File: src/rtl/bpsk_defs.sv
// Shared definitions for the BPSK receive bit slicer: default sizes,
// a ceil-log2 helper, the derived accumulator width and the action
// codes used by the output byte register.
package bpsk_defs;

  // Default samples per symbol (power of two, at least 2).
  localparam int DEF_SAMPLE_NUMBER = 256;

  // Default width of the signed demodulator sample.
  localparam int DEF_DATA_WIDTH = 12;

  // Default number of decided bits packed into one output word.
  localparam int DEF_BYTE_WIDTH = 8;

  // Ceil(log2(value)); returns 0 for value <= 1.
  function automatic int clog2(input int value);
    int result;
    result = 0;
    for (int i = 0; i < 31; i++) begin
      if ((1 << i) < value) begin
        result = i + 1;
      end
    end
    return result;
  endfunction

  // Accumulator width: a full symbol of extreme samples always fits,
  // so the integrator never needs saturation.
  localparam int DEF_ACC_W = DEF_DATA_WIDTH + clog2(DEF_SAMPLE_NUMBER);

  // What the output byte register does on a given cycle.
  typedef enum logic [1:0] {
    OUT_HOLD    = 2'd0,
    OUT_LOAD    = 2'd1,
    OUT_DROP    = 2'd2,
    OUT_CONSUME = 2'd3
  } out_action_e;

endpackage

File: src/rtl/bpsk_bit_slicer_if.sv
// Sample input and byte output bundle of the BPSK bit slicer.
// The master side is the slicer itself; the slave side is whoever
// feeds samples and consumes bytes.
interface bpsk_bit_slicer_if
  import bpsk_defs::*;
#(
  parameter int DATA_WIDTH = DEF_DATA_WIDTH,
  parameter int BYTE_WIDTH = DEF_BYTE_WIDTH
) ();

  logic                         en;
  logic signed [DATA_WIDTH-1:0] sample_in;
  logic                         bit_out;
  logic                         bit_valid;
  logic [BYTE_WIDTH-1:0]        data_out;
  logic                         data_valid;
  logic                         data_ready;
  logic                         overrun;

  modport master (
    input  en,
    input  sample_in,
    input  data_ready,
    output bit_out,
    output bit_valid,
    output data_out,
    output data_valid,
    output overrun
  );

  modport slave (
    output en,
    output sample_in,
    output data_ready,
    input  bit_out,
    input  bit_valid,
    input  data_out,
    input  data_valid,
    input  overrun
  );

endinterface

File: src/rtl/bpsk_integrate_dump.sv
// Integrate-and-dump over one symbol of SAMPLE_NUMBER enabled samples,
// followed by a hard sign decision. The decision is presented
// combinationally in the cycle of the last sample so the parent can
// register the bit and pack it on the same edge.
module bpsk_integrate_dump
  import bpsk_defs::*;
#(
  parameter int SAMPLE_NUMBER = DEF_SAMPLE_NUMBER,
  parameter int DATA_WIDTH    = DEF_DATA_WIDTH
) (
  input  logic                         clk,
  input  logic                         rst,
  input  logic                         en,
  input  logic signed [DATA_WIDTH-1:0] sample_in,
  output logic                         decision_bit,
  output logic                         decision_valid
);

  localparam int CNT_W = clog2(SAMPLE_NUMBER);
  localparam int ACC_W = DATA_WIDTH + CNT_W;
  localparam int EXT_W = ACC_W - DATA_WIDTH;

  logic signed [ACC_W-1:0] acc_q;
  logic signed [ACC_W-1:0] sample_ext;
  logic signed [ACC_W-1:0] sum_next;
  logic [CNT_W-1:0]        sample_cnt_q;
  logic                    last_sample;

  assign sample_ext  = {{EXT_W{sample_in[DATA_WIDTH-1]}}, sample_in};
  assign sum_next    = acc_q + sample_ext;
  assign last_sample = (sample_cnt_q == CNT_W'(SAMPLE_NUMBER - 1));

  // An exact zero sum is a 0 decision, so only strictly positive sums give 1.
  assign decision_bit   = ~sum_next[ACC_W-1] & (|sum_next);
  assign decision_valid = en & last_sample;

  // Accumulate enabled samples; dump to zero and wrap the count at symbol end.
  always_ff @(posedge clk or negedge rst) begin
    if (!rst) begin
      acc_q        <= '0;
      sample_cnt_q <= '0;
    end else if (en) begin
      if (last_sample) begin
        acc_q        <= '0;
        sample_cnt_q <= '0;
      end else begin
        acc_q        <= sum_next;
        sample_cnt_q <= sample_cnt_q + CNT_W'(1);
      end
    end
  end

endmodule

File: src/rtl/bpsk_bit_slicer.sv
// BPSK bit slicer: integrates demodulated samples per symbol, decides
// each bit on the sign of the sum, packs bits MSB-first into words and
// offers each word on a valid/ready output with sticky overrun.
module bpsk_bit_slicer
  import bpsk_defs::*;
#(
  parameter int SAMPLE_NUMBER = DEF_SAMPLE_NUMBER,
  parameter int DATA_WIDTH    = DEF_DATA_WIDTH,
  parameter int BYTE_WIDTH    = DEF_BYTE_WIDTH
) (
  input  logic              clk,
  input  logic              rst,
  bpsk_bit_slicer_if.master bus
);

  localparam int BIT_CNT_W = (clog2(BYTE_WIDTH) < 1) ? 1 : clog2(BYTE_WIDTH);

  logic                  dec_bit;
  logic                  dec_valid;
  logic                  bit_out_q;
  logic                  bit_valid_q;
  logic [BYTE_WIDTH-1:0] shift_q;
  logic [BYTE_WIDTH-1:0] next_shift;
  logic [BIT_CNT_W-1:0]  bit_cnt_q;
  logic                  byte_done;
  logic [BYTE_WIDTH-1:0] data_out_q;
  logic                  data_valid_q;
  logic                  overrun_q;
  out_action_e           out_action;

  bpsk_integrate_dump #(
    .SAMPLE_NUMBER (SAMPLE_NUMBER),
    .DATA_WIDTH    (DATA_WIDTH)
  ) u_integrate_dump (
    .clk            (clk),
    .rst            (rst),
    .en             (bus.en),
    .sample_in      (bus.sample_in),
    .decision_bit   (dec_bit),
    .decision_valid (dec_valid)
  );

  // The word including the bit being decided right now; it is what gets
  // offered to the output register when this decision completes a word.
  assign next_shift = (shift_q << 1) | BYTE_WIDTH'(dec_bit);
  assign byte_done  = dec_valid & (bit_cnt_q == BIT_CNT_W'(BYTE_WIDTH - 1));

  // Register each decision as a one-cycle bit strobe; bit_out keeps the last bit.
  always_ff @(posedge clk or negedge rst) begin
    if (!rst) begin
      bit_out_q   <= 1'b0;
      bit_valid_q <= 1'b0;
    end else begin
      bit_valid_q <= dec_valid;
      if (dec_valid) begin
        bit_out_q <= dec_bit;
      end
    end
  end

  // Shift decided bits in at the LSB and count positions within the word.
  always_ff @(posedge clk or negedge rst) begin
    if (!rst) begin
      shift_q   <= '0;
      bit_cnt_q <= '0;
    end else if (dec_valid) begin
      shift_q <= next_shift;
      if (byte_done) begin
        bit_cnt_q <= '0;
      end else begin
        bit_cnt_q <= bit_cnt_q + BIT_CNT_W'(1);
      end
    end
  end

  // Pick the output register action; a load beats a consume, and a load
  // into a full register that is not being drained drops the new word.
  always_comb begin
    out_action = OUT_HOLD;
    if (byte_done) begin
      if (!data_valid_q || bus.data_ready) begin
        out_action = OUT_LOAD;
      end else begin
        out_action = OUT_DROP;
      end
    end else if (data_valid_q && bus.data_ready) begin
      out_action = OUT_CONSUME;
    end
  end

  // Output word register with sticky overrun; data_out is kept after consume.
  always_ff @(posedge clk or negedge rst) begin
    if (!rst) begin
      data_out_q   <= '0;
      data_valid_q <= 1'b0;
      overrun_q    <= 1'b0;
    end else begin
      case (out_action)
        OUT_LOAD: begin
          data_out_q   <= next_shift;
          data_valid_q <= 1'b1;
        end
        OUT_DROP: begin
          overrun_q <= 1'b1;
        end
        OUT_CONSUME: begin
          data_valid_q <= 1'b0;
        end
        default: begin
        end
      endcase
    end
  end

  assign bus.bit_out    = bit_out_q;
  assign bus.bit_valid  = bit_valid_q;
  assign bus.data_out   = data_out_q;
  assign bus.data_valid = data_valid_q;
  assign bus.overrun    = overrun_q;

endmodule

File: src/flat_wrapper.sv
// flat-port wrapper written by rule: the top's interface ports become plain ports
module bpsk_bit_slicer_flat import bpsk_defs::*;
#(
  parameter int SAMPLE_NUMBER = DEF_SAMPLE_NUMBER,
  parameter int DATA_WIDTH    = DEF_DATA_WIDTH,
  parameter int BYTE_WIDTH    = DEF_BYTE_WIDTH
)
  (clk, rst, bus_en, bus_sample_in, bus_data_ready, bus_bit_out, bus_bit_valid, bus_data_out, bus_data_valid, bus_overrun);
  bpsk_bit_slicer_if #(.DATA_WIDTH(DATA_WIDTH), .BYTE_WIDTH(BYTE_WIDTH)) bus_i ();
  input  logic clk;
  input  logic rst;
  input wire logic [$bits(bus_i.en)-1:0] bus_en;
  input wire logic [$bits(bus_i.sample_in)-1:0] bus_sample_in;
  input wire logic [$bits(bus_i.data_ready)-1:0] bus_data_ready;
  output wire logic [$bits(bus_i.bit_out)-1:0] bus_bit_out;
  output wire logic [$bits(bus_i.bit_valid)-1:0] bus_bit_valid;
  output wire logic [$bits(bus_i.data_out)-1:0] bus_data_out;
  output wire logic [$bits(bus_i.data_valid)-1:0] bus_data_valid;
  output wire logic [$bits(bus_i.overrun)-1:0] bus_overrun;
  assign bus_i.en = bus_en;
  assign bus_i.sample_in = bus_sample_in;
  assign bus_i.data_ready = bus_data_ready;
  assign bus_bit_out = bus_i.bit_out;
  assign bus_bit_valid = bus_i.bit_valid;
  assign bus_data_out = bus_i.data_out;
  assign bus_data_valid = bus_i.data_valid;
  assign bus_overrun = bus_i.overrun;
  bpsk_bit_slicer #(.SAMPLE_NUMBER(SAMPLE_NUMBER), .DATA_WIDTH(DATA_WIDTH), .BYTE_WIDTH(BYTE_WIDTH)) u_core (.clk(clk), .rst(rst), .bus(bus_i));
endmodule
File: config.mk
export PLATFORM = sky130hd
export DESIGN_NAME = bpsk_bit_slicer_flat
export DESIGN_NICKNAME = d
export VERILOG_FILES = /design/src/rtl/bpsk_defs.sv /design/src/rtl/bpsk_bit_slicer_if.sv /design/src/rtl/bpsk_integrate_dump.sv /design/src/rtl/bpsk_bit_slicer.sv /design/src/flat_wrapper.sv
export SDC_FILE = /design/constraint.sdc
export NUM_CORES = 1
export LEC_CHECK = 0
export ABC_CLOCK_PERIOD_IN_PS = 6100
export CORE_MARGIN = 2
export CORE_UTILIZATION = 45
export CTS_CLUSTER_DIAMETER = 200
export DETAILED_ROUTE_END_ITERATION = 16
export GPL_TIMING_DRIVEN = 0
export SETUP_SLACK_MARGIN = 0.15
export SLEW_MARGIN = 20
export SYNTH_ARGS = -nofsm -noshare
export SYNTH_HDL_FRONTEND = slang
export SYNTH_SLANG_ARGS = --single-unit
File: constraint.sdc
create_clock -name clk -period 6.1 [get_ports clk]
set_input_delay 0.61 -clock clk [delete_from_list [all_inputs] [get_ports clk]]
set_output_delay 0.61 -clock clk [all_outputs]
set_load 0.01 [all_outputs]
==> After elaboration in Yosys (flattened, before gate mapping) <==
Index checks and enable logic that the tools add are counted.
{ "word_totals": {"reg_bits": 50, "inputBits": 16, "out_inout_bits": 12} }
{ "op_classes": {"addsub": 3, "n_eq_ne": 5, "n_mux": 7, "bitwise": 5, "n_reduce_logical": 5} }
{ "ops": {"columns": ["operator", "count"], "rows": [
  ["$add 20x12->20", 1],
  ["$mux 20", 1],
  ["$reduce_or 20->1", 1],
  ["$add 8x1->8 const B", 1],
  ["$eq 8x8->1 const B", 1],
  ["$mux 8", 1],
  ["$or 8x1->8", 1],
  ["$mux 2", 3],
  ["$eq 2x2->1 const B", 2],
  ["$add 3x1->3 const B", 1],
  ["$and 1x1->1", 3],
  ["$eq 3x3->1 const B", 1],
  ["$mux 3", 1],
  ["$eq 2x1->1 const B", 1],
  ["$pmux 1 s2", 1],
  ["$reduce_bool 2->1", 1],
  ["$logic_and 1x1->1", 1],
  ["$logic_not 1->1", 1],
  ["$logic_or 1x1->1", 1],
  ["$not 1->1", 1]
]} }

==> Longest topological paths before layout <==
Gate-level depths: netlist (run 1).
{ "depth": {"depth_word": 6, "mapped_depth": 10, "ltp_nobuf": 10} }

==> Cells and area by module <==
From an unflattened synthesis (run 1), not the netlist that was laid out.
{ "hier_totals": {"cells_unflattened": 276, "hier_area_um2": 3051.7} }
{ "modules_own_cells": {"columns": ["mod", "n_inst", "cells_each", "area_each_um2"], "rows": [
  ["bpsk_integrate_dump", 1, 225, 2197.1],
  ["bpsk_bit_slicer", 1, 51, 854.6]
]} }

==> Worst setup path after synthesis (run 1) <==
Ideal clock, no wire load.
{ "synth_timing": {"path_kind": "in2reg", "start": "in bus_sample_in[0]", "end": "reg u_core.shift_q[0]", "arrival_time_ns": 2.787, "slack_ns": 3.178, "stages": 10, "n_path_buf": 0, "cell_sequence": "ha_1 -> fa_1 -> a21oi_2 -> o221ai_2 -> a221oi_4 -> xor2_1 -> nor4b_2 -> nand4_1 -> o41ai_2 -> o22ai_1"} }
{ "synth_between": {"elab_chain_len": 4, "elab_cells_between_ends": 5, "classes_between": "add/sub (1); bitwise (3); reduce/logical (1)"} }
{ "synth_lines": {"columns": ["element", "line_no", "text"], "rows": [
  ["start, declared", "flat_wrapper.sv:13", "input wire logic [$bits(bus_i.sample_in)-1:0] bus_sample_in;"],
  ["$add 20x12->20 *", "bpsk_integrate_dump.sv:30", "assign sum_next = acc_q + sample_ext;"],
  ["$reduce_or 20->1 or $not 1->1 (tied branches)", "bpsk_integrate_dump.sv:34", "assign decision_bit = ~sum_next[ACC_W-1] & (|sum_next);"],
  ["$and 1x1->1 *", "bpsk_integrate_dump.sv:34", null],
  ["$or 8x1->8 *", "bpsk_bit_slicer.sv:45", "assign next_shift = (shift_q << 1) | BYTE_WIDTH'(dec_bit);"],
  ["end signal, assigned", "bpsk_bit_slicer.sv:67", "shift_q <= next_shift;"],
  ["end, declared", "bpsk_bit_slicer.sv:22", "logic [BYTE_WIDTH-1:0] shift_q;"]
]} }
Every way passes the cells marked *; elsewhere a longest branch is shown, timed or not.
A chain may end at the register's enable or synchronous reset.

==> Worst setup path in the final report (run 1) <==
Ends and elaborated chain as after synthesis.

==> results.toml, run 1 <==
[outcome]
status = "complete, no violations"

[clocking]
cts_buffers = 5
ctsHoldBuffers = 0
ctsHtreeMaxLevel = 2
cts_root_buf = "clkbuf_8"
cts.sinks = 49
cts_setup_buffers = 0
cts_tree = "built"
path_clk_slew_ns = 0.10
clock_latency_ns = 0.31
ctsLongestPathBuffers = 2
cts_resized = 0

[timing]
setup_viol = 0
relSlewSlack = 0.444
rsz0062_at_grt = "false"
timing_hold_violations_final = 0
fin_skew_ns = 0.00921
fin_setup_tns_ns = 0
final.min_clock_period_ns = 3.40
slew_viol_final = 0
fin_ws_ns = 2.70
post-route-period-util = 0.558
worst_pin_slew_ns = 0.823
fmax_ghz = 0.294

[grt]
grt_pass1_wl_um = 12200
grt_pass1_vias = 2575
antenna_found_initial = 0
grt_max_degree = 50
grt.total_usage = 0.200
grt-ovfl-total = 0

[synth]
ys_ff_latch = 49
async_reset_ff_frac = 1.00
synth_area_sq_um = 3230
synth_top_family_by_area = "compound AO/OA/AOI/OAI gates"
synth_edf_count = 0
ys_seq_area_frac = 0.379
synth_area_leaders = "dfrtp_1 (38%), ha_1 (8.5%), mux2_2 (5.2%), o22ai_1 (3.9%), inv_1 (3.7%)"
synthSimpleGateAreaFrac = 0.161
synth_fa_ha_area_frac = 0.0913
syn_avg_cell_area_sq_um = 9.71
synth_top_area_frac = 0.379
synth-warning-count = 0
synthCells = 333
synth_most_common_cell = "dfrtp_1"
yosysTopAreaCell = "dfrtp_1"
synth_compound_area_frac = 0.213
yosysUniqueCellTypes = 66
synth-xor-area-share = 0.0379
synth_flop_cell = "dfrtp_1"
synthesis.nets = 372
synth_mux_area_frac = 0.0584
ys_top_cells_by_count = "dfrtp_1 (49), inv_1 (32), nand2_1 (26)"

[layout]
syn_to_final_growth_pct = 14.4
drive_gt1_frac = 0.120
antenna_cells = 0
fin_nets = 405
fill_cells = 631

[floorplan]
die_area_sq_um = 7880
io_pins = 28
rows = 30
start_util = 0.471
dieHeight_um = 88.8
core_sq_um = 6870
die_w_um = 88.8

[power_and_ir_drop]
netSwitchingPower_w = 0.000743
peakVddDrop_v = 0.000189
p_comb_frac = 0.590
power_density_nw_per_um2 = 442
leakagePower_nw = 1.64
switching_share = 0.455
p_seq_frac = 0.285
power_frac_clock = 0.125
p_int_w = 0.000890

[drt]
wl_per_cell_um = 15.6
route.detailed.drc = 0
drt_wl_total_um = 7220
drt_iter0_drc = 138
via_count = 2583
via_per_inst = 5.58
ant_nets = 0
firstDrtPassIters = 4

[critical_path]
cp-end-kind = "register"
cp_data_arrival_time_ns = 3.59
crit_fanout = 6
start_kind = "input pin"
path_class = "in2reg"
critPathRequiredTime_ns = 6.29
r2r-start = "u_core.u_integrate_dump.acc_q[0]$_DFFE_PN0P_"
worstSetupStartpoint = "bus_sample_in[0]"

[job]
cap_violations = 0

[min_path]
hold_path_class = "in2async"

[placement]
place.gp.congestion = 0.927
dp_hpwl_um = 5270
dp_slack_ns = 2.36
port-buffer-count = 26
power by group through the flow:
stage / Combinational [W] / Sequential (W) / Clock [W]
after CTS: 0.000959 / 0.000467 / 0.000207
final: 0.000963 / 0.000466 / 0.000204
after global placement: 0.000940 / 0.000470 / 0
after global routing: 0.00107 / 0.000479 / 0.000219
after floorplan: 0.000771 / 0.000458 / 0
after detailed placement: 0.000954 / 0.000473 / 0
registers in the layout, summed over array words and instances, names as in the netlist:
name and flops:
u_core.shift_q 7, u_core.bit_cnt_q 3, u_core.u_integrate_dump.acc_q 20, u_core.bus.bit_valid 1, u_core.bus.data_valid 1, u_core.bus.data_out 8, u_core.u_integrate_dump.sample_cnt_q 8, u_core.bus.overrun 1
cell type report:
class | instances | area, sq um | share of cell area
Tap cell | 96 | 120 | 0.0325
Inverter | 32 | 120 | 0.0325
Sequential cell | 49 | 1230 | 0.332
Clock buffer | 6 | 72.6 | 0.0196
Multi-Input combinational cell | 238 | 1820 | 0.491
Timing Repair Buffer | 26 | 258 | 0.0697
Clock inverter | 2 | 13.8 | 0.00372
Buffer | 14 | 70.1 | 0.0190
routing by layer:
metal | track usage | up-vias | part of all wire
li1 | - | 1292 | -
met1 | 0.278 | 1227 | 0.50
met2 | 0.318 | 55 | 0.45
met3 | 0.0336 | 9 | 0.035
met4 | 0.0647 | 0 | 0.014
met5 | 0 | - | 0
logic make-up (layout without fill, tap and decap cells):
logic type / count (synthesis) / in the layout
xor+xnor: 14 / 14
flops: 49 / 49
simple gates: 94 / 94
buf+inv: 46 / 80
compound gates: 90 / 90
fa+ha+maj: 23 / 23
mux: 17 / 17
worst paths after layout:
check | slack, ns | cells past startpoint | end
max in group asynchronous | 5.35 | 1 | u_core.shift_q[6]$_DFFE_PN0P_
min in group clk | 0.49 | 1 | u_core.bus.overrun$_DFFE_PN0N_
worst min-delay path | 0.30 | 1 | u_core.u_integrate_dump.acc_q[10]$_DFFE_PN0P_
worst max-delay path | 2.70 | 11 | u_core.shift_q[0]$_DFFE_PN0P_
worst min register to register | 0.49 | 1 | u_core.bus.overrun$_DFFE_PN0N_
worst max register to register | 3.03 | 10 | u_core.shift_q[0]$_DFFE_PN0P_
worst max-delay path, cell delays in order:
cell             delay, ns
clkdlybuf4s50_1       0.41
ha_1                  0.23
fa_1                  0.45
a21oi_2               0.19
o221ai_2              0.23
a22oi_1               0.29
nor4_1                0.09
a211oi_1              0.37
nand4_1               0.26
o41ai_2               0.36
o22ai_1               0.10
layout by cell type, fill, tap and decap left out, types with 2 or more instances in the layout:
master / n
nor2_1: 14
nor4_1: 3
a21o_1: 4
clkbuf_8: 5
a221o_1: 2
and4_1: 2
mux2i_1: 2
clkbuf_1: 10
clkdlybuf4s50_1: 25
o221ai_2: 2
mux2_2: 15
o21bai_1: 2
nor3_1: 3
o22ai_1: 20
nand2_1: 26
a21oi_2: 4
o32ai_1: 2
xor2_1: 6
nor2b_1: 4
ha_1: 22
or3b_1: 2
buf_6: 2
nand4_1: 7
inv_1: 32
nand2b_1: 2
xnor2_1: 8
nand3_1: 11
and3_1: 3
dfrtp_1: 49
nand4b_1: 2
nor4b_1: 2
a21oi_4: 2
o21ai_0: 10
and2_1: 3
a211oi_1: 3
o31ai_1: 2
buf_2: 2
o2111ai_1: 2
a21oi_1: 16
o21ai_1: 3
stage by stage:
stage	cells	hold WS, ns	power [W]	utilization	cell area (sq um)
after floorplan	333	0.314	0.00123	-	3230
after global placement	455	0.461	0.00141	0.526	3610
after detailed placement	455	0.475	0.00143	0.526	3610
after CTS	463	0.334	0.00163	0.538	3700
after global routing	463	0.361	0.00177	0.538	3700
final	463	0.301	0.00163	0.538	3700
Power figures use the tool's default switching activity.
==> run 2: changes to the inputs <==
--- a/config.mk
+++ b/config.mk
@@ -5,7 +5,7 @@
 export SDC_FILE = /design/constraint.sdc
 export NUM_CORES = 1
 export LEC_CHECK = 0
-export ABC_CLOCK_PERIOD_IN_PS = 6100
+export ABC_CLOCK_PERIOD_IN_PS = 3400
 export CORE_MARGIN = 2
 export CORE_UTILIZATION = 45
 export CTS_CLUSTER_DIAMETER = 200
==> constraint.sdc (replaced) <==
create_clock -name clk -period 3.4 [get_ports clk]
set_input_delay 0.34 -clock clk [delete_from_list [all_inputs] [get_ports clk]]
set_output_delay 0.34 -clock clk [all_outputs]
set_load 0.01 [all_outputs]
==> run 2 against run 1 <==
Net effect:
- critical path depth unchanged
- via count shrank 0.31%
- utilization increased by 0.84 points
- global-route usage unchanged
- sequential share of layout area down 0.51 points
- first-iteration DRC count rose by 7.2%
- worst hold slack lost 0.27 ns
==> results.toml, run 2 (synthesized netlist as in run 1, its figures left out) <==
[timing]
post-route-period-util = 0.913
rsz0062_at_grt = "false"
fin_skew_ns = 0.00925
slew_viol_final = 0
final.min_clock_period_ns = 3.10
relSlewSlack = 0.307
timing_hold_violations_final = 0
worst_pin_slew_ns = 1.03
setup_viol = 0
fmax_ghz = 0.322

[critical_path]
cp_data_arrival_time_ns = 3.29
crit_fanout = 6
critPathRequiredTime_ns = 3.58
cp-end-kind = "register"
path_class = "in2reg"
r2r-start = "u_core.u_integrate_dump.acc_q[0]$_DFFE_PN0P_"
start_kind = "input pin"
worstSetupStartpoint = "bus_sample_in[0]"

[drt]
route.detailed.drc = 0
ant_nets = 0
firstDrtPassIters = 4
drt_wl_total_um = 7300
drt_iter0_drc = 148
via_count = 2575
via_per_inst = 5.54
wl_per_cell_um = 15.7

[clocking]
ctsLongestPathBuffers = 2
ctsHtreeMaxLevel = 2
cts_tree = "built"
cts.sinks = 49
cts_root_buf = "clkbuf_8"
path_clk_slew_ns = 0.10
ctsHoldBuffers = 0
cts_buffers = 5
clock_latency_ns = 0.31

[layout]
ff_latch_area_sq_um = 1230
multi_input_area_sq_um = 1860
finalInstanceArea_sq_um = 3750
final_common_cell = "dfrtp_1"
fill_cells = 625
fin_nets = 407
drive_gt1_frac = 0.136
final_cell_mix = "dfrtp_1 (49), inv_1 (32), nand2_1 (26)"
top_register = "u_core.u_integrate_dump.acc_q"
antenna_cells = 0
largest_reg_flops = 20
syn_to_final_growth_pct = 16.1

[floorplan]
start_util = 0.471
dieHeight_um = 88.8
die_area_sq_um = 7880
core_sq_um = 6870
rows = 30
die_w_um = 88.8
io_pins = 28

[placement]
port-buffer-count = 26
place_area_sq_um = 3610
dp_hpwl_um = 5270
place.gp.congestion = 0.927

[min_path]
hold_path_class = "in2async"

[grt]
grt_pass1_vias = 2575
grt_max_degree = 50
antenna_found_initial = 0
grt-ovfl-total = 0
grt.total_usage = 0.200
grt_pass1_wl_um = 12200

[power_and_ir_drop]
power_density_nw_per_um2 = 807
leakagePower_nw = 1.67
peakVddDrop_v = 0.000331
fin_total_pwr_w = 0.00303

[outcome]
status = "complete, no violations"

[job]
cap_violations = 0
run 2: layout make-up:
cell class	count	area share
flip-flops and latches	49	0.327
repair buffers	28	0.0733
multi-input cells	238	0.495
well taps	96	0.0320
plain buffers	14	0.0187
clock inverters	2	0.00367
clock buffers	6	0.0193
inverters	32	0.0320
run 2: critical path, stage by stage:
cell and delay [ns]:
clkdlybuf4s50_1 0.41, ha_1 0.23, fa_2 0.39, a21oi_2 0.24, o221ai_4 0.23, a221oi_4 0.33, xor2_1 0.21, nor4b_4 0.23
nand4_1 0.24, o41ai_2 0.36, o22ai_1 0.10
run 2: timing repair:
item                       in CTS  in global routing
gates resized for setup         0                  7
setup endpoints to repair       0                  2
buffers inserted                0                  2
run 2: path summary, 6_finish.rpt:
kind / endpoint / slack (ns) / cells after the start
min: u_core.u_integrate_dump.acc_q[10]$_DFFE_PN0P_ / 0.03 / 1
min reg2reg: u_core.bus.overrun$_DFFE_PN0N_ / 0.49 / 1
max reg2reg: u_core.shift_q[0]$_DFFE_PN0P_ / 0.36 / 10
max: u_core.shift_q[0]$_DFFE_PN0P_ / 0.30 / 11
max in group asynchronous: u_core.shift_q[6]$_DFFE_PN0P_ / 2.92 / 1
min in group clk: u_core.u_integrate_dump.sample_cnt_q[2]$_DFFE_PN0P_ / 0.39 / 3
run 2: power breakdown:
group          total (W)  internal, W  leakage, nW  switching (W)
Clock           0.000364     0.000148       0.0456       0.000216
Sequential      0.000837     0.000731        0.626       0.000106
Combinational    0.00183     0.000771        0.994        0.00106
run 2: metal layers:
metal | track usage | vias to the layer above | routed length, um
li1 | - | 1297 | -
met1 | 0.278 | 1222 | 3670
met2 | 0.318 | 47 | 3290
met3 | 0.0336 | 9 | 249
met4 | 0.0647 | 0 | 89
met5 | 0 | - | 0
run 2: through the flow:
stage / util / TNS [ns] / setup slack (ns) / std cells / hold slack [ns]
floorplan: - / 0 / 0.735 / 333 / 0.0444
global placement: 0.526 / -0.149 / -0.0894 / 455 / 0.461
detailed placement: 0.526 / -0.103 / -0.0693 / 455 / 0.410
CTS: 0.538 / 0 / 0.254 / 463 / 0.0644
global route: 0.547 / 0 / 0.155 / 465 / 0.0913
finish: 0.547 / 0 / 0.295 / 465 / 0.0345
==> run 3: changes to the inputs <==
--- a/config.mk
+++ b/config.mk
@@ -10,7 +10,6 @@
 export CORE_UTILIZATION = 45
 export CTS_CLUSTER_DIAMETER = 200
 export DETAILED_ROUTE_END_ITERATION = 16
-export GPL_TIMING_DRIVEN = 0
 export SETUP_SLACK_MARGIN = 0.15
 export SLEW_MARGIN = 20
 export SYNTH_ARGS = -nofsm -noshare
==> run 3 against run 2 <==
Net effect:
- clock power is 2% lower
- critical path type unchanged
- combinational power shrank 4%
- largest cell class unchanged
- register-to-register slack better by 0.16 ns
- largest power group unchanged
==> results.toml, run 3 (synthesized netlist as in run 1, its figures left out) <==
[timing]
relSlewSlack = 0.430
worst_pin_slew_ns = 0.853
fin_setup_tns_ns = 0
fin_skew_ns = 0.00675
slew_viol_final = 0
timing_hold_violations_final = 0
setup_viol = 0
rsz0062_at_grt = "false"
fmax_ghz = 0.339
post-route-period-util = 0.867
final.min_clock_period_ns = 2.95

[layout]
drive_gt1_frac = 0.130
largest_reg_flops = 20
final_common_cell = "dfrtp_1"
fin_nets = 399
syn_to_final_growth_pct = 14.0
final_cell_mix = "dfrtp_1 (49), inv_1 (32), nand2_1 (26), clkdlybuf4s50_1 (26), ha_1 (22)"
top_register = "u_core.u_integrate_dump.acc_q"
finalInstanceArea_sq_um = 3690
antenna_cells = 0

[critical_path]
critPathRequiredTime_ns = 3.57
crit_chain = "clkdlybuf4s50_1, ha_1, fa_1, a21oi_2, o221ai_2, a221oi_4, xor2_1, nor4b_2, nand4_1, o41ai_2, o22ai_1"
r2r_cells = 10
crit_fanout = 3
slowest_delay_ns = 0.44
cp_data_arrival_time_ns = 3.12
crit_slowest_cell = "fa_1"
cp-end-kind = "register"
start_kind = "input pin"
path_class = "in2reg"

[grt]
antenna_found_initial = 0
grt_max_degree = 31
grt_pass1_wl_um = 12500
grt-ovfl-total = 0
grt_pass1_vias = 2594
grt.total_usage = 0.202

[floorplan]
start_util = 0.471
dieHeight_um = 88.8
io_pins = 28
rows = 30
die_area_sq_um = 7880
die_w_um = 88.8
core_sq_um = 6870

[drt]
route.detailed.drc = 0
via_per_inst = 5.69
drt_wl_total_um = 7140
drt_iter0_drc = 108
firstDrtPassIters = 4
wl_per_cell_um = 15.6
ant_nets = 0
via_count = 2600

[clocking]
cts_resized = 0
cts_setup_buffers = 0
path_clk_slew_ns = 0.10
cts_tree = "built"
cts.sinks = 49
ctsHtreeMaxLevel = 2
cts_buffers = 5
cts_root_buf = "clkbuf_8"
ctsLongestPathBuffers = 2
clock_latency_ns = 0.30
ctsHoldBuffers = 0

[placement]
port-buffer-count = 27
dp_hpwl_um = 5230
place_area_sq_um = 3600
place.gp.congestion = 0.946

[power_and_ir_drop]
p_comb_frac = 0.596
switching_share = 0.457
leakagePower_nw = 1.65
power_density_nw_per_um2 = 801
netSwitchingPower_w = 0.00135
power_frac_clock = 0.120
peakVddDrop_v = 0.000332
p_seq_frac = 0.284
p_int_w = 0.00160

[outcome]
status = "complete, no violations"

[min_path]
hold_path_class = "in2async"

[job]
cap_violations = 0
-- run 3: cell count changes in the layout (fill, tap and decap cells not counted), moves of 2 or more --
cell             previous run  this run
buf_4                       3         7
buf_6                       2         0
clkbuf_1                   10         1
clkdlybuf4s50_1            24        26
nor4_1                      1         3
nor4_2                      2         0
-- run 3: worst max-delay path: cells and delay by family --
family                     cells  cell delay (ns)
xor gates and xnor gates       1             0.22
and+or+nand+nor                2             0.38
AOI/OAI and AO/OA              5             1.09
adders and majority gates      2             0.67
buffers and inverters          1             0.40
-- run 3: worst paths after layout --
path | slack [ns] | end | startpoint
max | 0.45 | u_core.shift_q[0]$_DFFE_PN0P_ | bus_sample_in[0]
min | 0.08 | u_core.u_integrate_dump.acc_q[10]$_DFFE_PN0P_ | rst
max reg2reg | 0.52 | u_core.shift_q[0]$_DFFE_PN0P_ | u_core.u_integrate_dump.acc_q[0]$_DFFE_PN0P_
min reg2reg | 0.50 | u_core.u_integrate_dump.sample_cnt_q[6]$_DFFE_PN0P_ | u_core.u_integrate_dump.sample_cnt_q[6]$_DFFE_PN0P_
max in group asynchronous | 2.59 | u_core.u_integrate_dump.acc_q[3]$_DFFE_PN0P_ | rst
min in group clk | 0.50 | u_core.u_integrate_dump.sample_cnt_q[6]$_DFFE_PN0P_ | u_core.u_integrate_dump.sample_cnt_q[6]$_DFFE_PN0P_
-- run 3: through the flow --
step           utilization  total power, W  instances  setup WS [ns]  hold WS (ns)
4_1_cts              0.537         0.00295        457          0.446         0.114
3_5_place_dp         0.524         0.00259        449          0.140         0.450
5_1_grt              0.537         0.00322        457          0.229         0.143
3_3_place_gp         0.524         0.00258        449          0.205         0.436
6_report             0.537         0.00295        457          0.451        0.0753
2_1_floorplan            -         0.00221        333          0.735        0.0444
-- run 3: per-layer routing --
metal / GRT usage / vias up / part of all wire
li1: - / 1284 / -
met1: 0.296 / 1228 / 0.50
met2: 0.304 / 76 / 0.43
met3: 0.0420 / 12 / 0.057
met4: 0.0579 / 0 / 0.014
met5: 0 / - / 0
-- run 3: area by class of cell --
type / count / area (sq um)
Fill cell: 620 / 3180
Multi-Input combinational cell: 238 / 1820
Sequential cell: 49 / 1230
Timing Repair Buffer: 34 / 318
Inverter: 32 / 120
Tap cell: 96 / 120
Clock buffer: 6 / 72.6
Clock inverter: 2 / 13.8
-- run 3: power groups by stage --
| stage | combinational, W | sequential, W | clock (W) |
|---|---|---|---|
| finish | 0.00176 | 0.000838 | 0.000356 |
| global route | 0.00197 | 0.000862 | 0.000388 |
| CTS | 0.00175 | 0.000838 | 0.000365 |
| detailed placement | 0.00174 | 0.000850 | 0 |
| global placement | 0.00173 | 0.000845 | 0 |
| floorplan | 0.00138 | 0.000821 | 0 |
